<file path="src/rtl/eth_tx_frame_ctrl.sv">
// GMII transmit sequencer: preamble, SFD, payload, zero pad, FCS, inter-frame gap.
// Drives an external byte-wide CRC32 engine and inserts its result as the FCS.
module eth_tx_frame_ctrl #(
   parameter int PREAMBLE_LEN = 7,
   parameter int MIN_FRAME    = 60,
   parameter int IFG_CYCLES   = 12
) (
   input  logic        clk,
   input  logic        reset,
   input  logic [7:0]  s_data,
   input  logic        s_valid,
   input  logic        s_last,
   output logic        s_ready,
   output logic        crc_init,
   output logic        crc_en,
   output logic [7:0]  crc_data,
   input  logic [31:0] crc_result,
   output logic [7:0]  gmii_txd,
   output logic        gmii_tx_en,
   output logic        gmii_tx_er,
   output logic        busy,
   output logic        underrun
);

   localparam logic [2:0] S_IDLE     = 3'd0;
   localparam logic [2:0] S_PREAMBLE = 3'd1;
   localparam logic [2:0] S_SFD      = 3'd2;
   localparam logic [2:0] S_PAYLOAD  = 3'd3;
   localparam logic [2:0] S_PAD      = 3'd4;
   localparam logic [2:0] S_FCS      = 3'd5;
   localparam logic [2:0] S_IFG      = 3'd6;
   localparam logic [2:0] S_DROP     = 3'd7;

   // Small phase counter shared by preamble, FCS and IFG; parameters are assumed < 256.
   localparam logic [7:0]  L_PRE = 8'(PREAMBLE_LEN);
   localparam logic [7:0]  L_IFG = 8'(IFG_CYCLES);
   localparam logic [11:0] L_MIN = 12'(MIN_FRAME);

   logic [2:0]  r_state, w_state;
   logic [7:0]  r_cnt, w_cnt, w_cnt_inc;
   logic [10:0] r_bcnt, w_bcnt, w_bcnt_inc;
   logic [11:0] w_bcnt_nxt;
   logic [31:0] r_fcs, w_fcs;
   logic [7:0]  r_txd, w_txd;
   logic        r_tx_en, w_tx_en;
   logic        r_tx_er, w_tx_er;
   logic        r_busy;
   logic        r_underrun, w_underrun;
   logic        r_crc_init, w_crc_init;

   assign gmii_txd   = r_txd;
   assign gmii_tx_en = r_tx_en;
   assign gmii_tx_er = r_tx_er;
   assign busy       = r_busy;
   assign underrun   = r_underrun;
   assign crc_init   = r_crc_init;

   assign w_cnt_inc  = r_cnt + 8'd1;
   // Byte counter saturates; the unsaturated sum is only used for the MIN_FRAME compare.
   assign w_bcnt_inc = (&r_bcnt) ? r_bcnt : r_bcnt + 11'd1;
   assign w_bcnt_nxt = {1'b0, r_bcnt} + 12'd1;

   // Handshake and CRC feed are combinational so an accepted byte hits the engine the same cycle.
   always_comb begin
      s_ready  = (r_state == S_PAYLOAD) || (r_state == S_DROP);
      crc_en   = ((r_state == S_PAYLOAD) && s_valid) || (r_state == S_PAD);
      crc_data = (r_state == S_PAYLOAD) ? s_data : 8'h00;
   end

   // Next state and next registered outputs; each state decides the byte on the wire next cycle.
   always_comb begin
      w_state    = r_state;
      w_cnt      = r_cnt;
      w_bcnt     = r_bcnt;
      w_fcs      = r_fcs;
      w_txd      = 8'h00;
      w_tx_en    = 1'b0;
      w_tx_er    = 1'b0;
      w_underrun = 1'b0;
      w_crc_init = 1'b0;
      case (r_state)
         S_IDLE: begin
            if (s_valid) begin
               w_txd   = 8'h55;
               w_tx_en = 1'b1;
               w_cnt   = 8'd1;
               if (L_PRE > 8'd1) begin
                  w_state = S_PREAMBLE;
               end else begin
                  w_state    = S_SFD;
                  w_crc_init = 1'b1;
               end
            end
         end
         S_PREAMBLE: begin
            w_txd   = 8'h55;
            w_tx_en = 1'b1;
            w_cnt   = w_cnt_inc;
            if (w_cnt_inc >= L_PRE) begin
               w_state    = S_SFD;
               w_crc_init = 1'b1;
            end
         end
         S_SFD: begin
            w_txd   = 8'hD5;
            w_tx_en = 1'b1;
            w_state = S_PAYLOAD;
            w_cnt   = 8'd0;
            w_bcnt  = 11'd0;
         end
         S_PAYLOAD: begin
            w_tx_en = 1'b1;
            if (s_valid) begin
               w_txd  = s_data;
               w_bcnt = w_bcnt_inc;
               if (s_last) begin
                  w_state = (w_bcnt_nxt < L_MIN) ? S_PAD : S_FCS;
                  w_cnt   = 8'd0;
               end
            end else begin
               // Source starved mid-frame: poison the frame with one error byte.
               w_tx_er    = 1'b1;
               w_underrun = 1'b1;
               w_state    = S_DROP;
            end
         end
         S_PAD: begin
            w_tx_en = 1'b1;
            w_bcnt  = w_bcnt_inc;
            if (w_bcnt_nxt >= L_MIN) begin
               w_state = S_FCS;
               w_cnt   = 8'd0;
            end
         end
         S_FCS: begin
            // First cycle reads the engine directly and captures the rest; later bytes shift out.
            w_tx_en = 1'b1;
            w_cnt   = w_cnt_inc;
            if (r_cnt == 8'd0) begin
               w_txd = crc_result[31:24];
               w_fcs = {crc_result[23:0], 8'h00};
            end else begin
               w_txd = r_fcs[31:24];
               w_fcs = {r_fcs[23:0], 8'h00};
            end
            if (r_cnt == 8'd3) begin
               w_state = S_IFG;
               w_cnt   = 8'd0;
            end
         end
         S_IFG: begin
            w_cnt = w_cnt_inc;
            if (w_cnt_inc >= L_IFG) begin
               w_state = S_IDLE;
               w_cnt   = 8'd0;
            end
         end
         S_DROP: begin
            if (s_valid && s_last) begin
               w_state = S_IFG;
               w_cnt   = 8'd0;
            end
         end
         default: w_state = S_IDLE;
      endcase
   end

   // State and output registers; reset aborts any frame in flight.
   always_ff @(posedge clk) begin
      if (reset) begin
         r_state    <= S_IDLE;
         r_cnt      <= 8'd0;
         r_bcnt     <= 11'd0;
         r_fcs      <= 32'd0;
         r_txd      <= 8'h00;
         r_tx_en    <= 1'b0;
         r_tx_er    <= 1'b0;
         r_busy     <= 1'b0;
         r_underrun <= 1'b0;
         r_crc_init <= 1'b0;
      end else begin
         r_state    <= w_state;
         r_cnt      <= w_cnt;
         r_bcnt     <= w_bcnt;
         r_fcs      <= w_fcs;
         r_txd      <= w_txd;
         r_tx_en    <= w_tx_en;
         r_tx_er    <= w_tx_er;
         r_busy     <= (w_state != S_IDLE);
         r_underrun <= w_underrun;
         r_crc_init <= w_crc_init;
      end
   end

endmodule
</file>
<file path="config.mk">
export PLATFORM = sky130hd
export DESIGN_NAME = eth_tx_frame_ctrl
export DESIGN_NICKNAME = d
export VERILOG_FILES = /design/src/rtl/eth_tx_frame_ctrl.sv
export SDC_FILE = /design/constraint.sdc
export NUM_CORES = 1
export LEC_CHECK = 0
export CAP_MARGIN = 20
export CORE_ASPECT_RATIO = 0.5
export CORE_MARGIN = 3
export CORE_UTILIZATION = 51
export DETAILED_ROUTE_END_ITERATION = 8
export PLACE_DENSITY = 0.85
export SLEW_MARGIN = 40
export SYNTH_ARGS = -nofsm -noshare
export SYNTH_HDL_FRONTEND = slang
export SYNTH_SLANG_ARGS = --single-unit
</file>
<file path="constraint.sdc">
create_clock -name clk -period 2.57 [get_ports clk]
set_clock_uncertainty 0.05 [all_clocks]
set_input_delay 0.3855 -clock clk [delete_from_list [all_inputs] [get_ports clk]]
set_output_delay 0.3855 -clock clk [all_outputs]
set_load 0.02 [all_outputs]
</file>
==> results.py <==
metrics = {
    "sta": {
        "worst_slew_margin_rel": 0.5185,
        "setup_ws_ns": 0.1154,
        "rsz0062_at_grt": "no",
        "drv_slew": 0,
        "hold_viol": 0,
        "fin_crit_ns": 2.455,
        "tns_ns": 0,
        "setup_violations": 0,
        "finalCritPeriodShare": 0.9551,
        "clock.fmax_mhz": 407.4,
        "tightest_slew_ns": 0.7128,
    },
    "final_layout": {
        "fin_util": 0.7252,
        "syn_to_final_growth_pct": 29.71,
        "nFillCells": 463,
        "nNetsFinal": 494,
        "antennaDiodeCount": 0,
        "final_layout_size_suffix_gt1_frac": 0.07556,
    },
    "worst_setup_path": {
        "reg2reg_slack_ns": 0.19,
        "cp.arrival_ns": 2.02,
        "worstPathRequired_ns": 2.13,
        "slowest_delay_ns": 0.65,
        "end_kind": "primary output",
        "cp_slowest_cell": "clkdlybuf4s50_1",
        "crit_fanout": 10,
        "path_cells": "and3b_1, a21o_1, clkdlybuf4s50_1",
        "worstSetupStartpointType": "flip-flop",
        "criticalPathCategory": "reg2out",
    },
    "routing": {
        "drt_iter0_drc": 291,
        "drtPass1Iterations": 5,
        "vias": 3100,
        "postRouteAntennaNets": 0,
        "drc_errors": 0,
        "via_per_inst": 5.805,
        "drt_wl_total_mm": 8.520,
        "post_drt_wl_per_cell_um": 15.96,
    },
    "clock_network": {
        "clockBufferDepth": 2,
        "postCtsSetupBuffers": 0,
        "h-tree-depth": 3,
        "cts_tree": "done",
        "cts_resized": 0,
        "clkTransAtPathRegs_ns": 0.05,
        "clock-sinks": 58,
        "worstSkewPairLatency_ns": 0.33,
        "cts_made_buffers": 9,
        "cts_hold_buffers": 0,
        "cts-root-buf": "clkbuf_16",
    },
    "floorplanning": {
        "die_area_mm2": 0.007410,
        "rows": 19,
        "die_y_um": 62.39,
        "design.core.area_mm2": 0.005801,
        "die_x_um": 118.8,
        "pin_count": 67,
        "start_util": 0.5591,
    },
    "outcome": {
        "status": "finished clean",
    },
    "worst_hold_path": {
        "hold_class": "reg2reg",
    },
    "global_route": {
        "grt-ovfl-total": 0,
        "antenna_found_initial": 0,
        "grt_usage": 0.2322,
        "grt_pass1_vias": 2894,
        "grt_max_degree": 41,
        "grt_first_pass_wirelength_mm": 13.90,
    },
    "synthesis": {
        "synth_ff_type": "dfxtp_1",
        "synth_largest_area_cell": "dfxtp_1",
        "synth_most_common_cell": "dfxtp_1",
        "synthTopCellsByArea": "dfxtp_1 (36%), mux2i_1 (8.0%), nor2_1 (4.6%)",
        "ys_seq_elements": 58,
        "synthDistinctLibCells": 59,
        "yosysWarnings": 0,
        "avgSynthCellArea_um2": 8.337,
        "synth_edf_count": 0,
        "syn_nets": 437,
        "yosysTopAreaCellShare": 0.3580,
        "yosys-top-cells-count": "dfxtp_1 (58), nor2_1 (40), a21oi_1 (28), nand2_1 (27), mux2i_1 (26)",
        "synth_area_mm2": 0.003243,
        "async_flop_share": 0,
        "seq_area_frac_synth": 0.3580,
        "netlist_instances": 389,
    },
    "power": {
        "p_leak_uw": 0.001625,
        "power.total_uw": 2370,
        "powerDensity_mw_per_mm2": 563.5,
        "ir_worst_vdd_v": 0.0005166,
    },
    "place": {
        "dp_hpwl_mm": 5.888,
        "port_buffers": 66,
        "dp_slack_ns": 0.2666,
        "place.gp.congestion": 0.8646,
    },
    "run": {
        "drv_cap": 0,
    },
}
-- critical path, delay by kind of cell (launching register included) --
family	cells	cell delay [ns]
compound gates	1	0.30
simple gates	1	0.40
flops	1	0.34
buf+inv	1	0.65
-- report_power, final --
group / total [µW] / internal (µW) / switching (µW)
combinational: 239 / 129 / 110
clock: 1210 / 820 / 393
sequential: 917 / 911 / 5.80
-- kinds of logic after synthesis --
logic type	synth area share
multiplexers	0.08025
flip-flops	0.3580
buffers and inverters	0.07060
AO/OA/AOI/OAI	0.2033
adder cells (fa/ha/maj)	0.01543
XOR/XNOR	0.01620
AND/OR/NAND/NOR	0.2562
-- registers in the layout, indices dropped and copies added, names as in the netlist --
| register | flops |
|---|---|
| r_fcs | 24 |
| r_bcnt | 11 |
| gmii_txd | 8 |
| r_cnt | 8 |
| r_state | 3 |
| busy | 1 |
| crc_init | 1 |
| gmii_tx_en | 1 |
| underrun | 1 |
-- cell usage in the layout, fill, tap and decap left out, types with 3 or more instances in the layout --
cell type        instances
o21ai_0                 17
inv_1                    9
ha_1                     4
nand3b_1                 5
xnor2_1                  4
a31oi_1                  3
o21ai_1                  3
and3_1                   7
nor2b_1                  5
nand2b_1                 5
clkbuf_16                9
mux2i_1                 26
or3_1                    5
nor3_1                   4
clkbuf_8                 3
nor4_1                   3
o32ai_1                  3
clkdlybuf4s50_1         66
dfxtp_1                 58
nor3b_1                  3
nand2_1                 27
nor2_1                  40
a211oi_1                19
nand3_1                 19
a21oi_1                 28
nand4_1                  3
buf_4                    9
and2_1                  19
o22ai_1                  4
-- per-stage QoR --
step	hold slack, ns	cell area [µm²]	instances
floorplan	0.3812	3243	389
global placement	0.3875	3901	519
detailed placement	0.3954	3901	519
CTS	0.4068	4207	534
global route	0.4258	4207	534
finish	0.4027	4207	534
-- final timing paths --
| kind | from | endpoint | cells after the start |
|---|---|---|---|
| max | r_state[2] | crc_en | 3 |
| min | r_fcs[10] | r_fcs[10] | 2 |
| min reg2reg | r_fcs[10] | r_fcs[10] | 2 |
| max reg2reg | r_cnt[2] | r_cnt[1] | 6 |
-- area by class of cell --
cell class,count,area (µm²),share of cell area
timing repair buffer,76,748.2,0.1779
multi-input combinational,292,1853,0.4405
tap,84,105.1,0.02499
clock inverter,2,35.03,0.008328
sequential,58,1161,0.2760
inverter,9,33.78,0.008031
clock buffer,13,270.3,0.06425
-- routing by layer --
| layer | routed length, µm | share of wire | global-route usage |
|---|---|---|---|
| met1 | 3809 | 0.45 | 0.2914 |
| met2 | 4089 | 0.48 | 0.3823 |
| met3 | 486 | 0.057 | 0.06872 |
| met4 | 134 | 0.016 | 0.08081 |
| met5 | 0 | 0 | 0 |
Note: power is estimated with default switching activity, not from simulation.
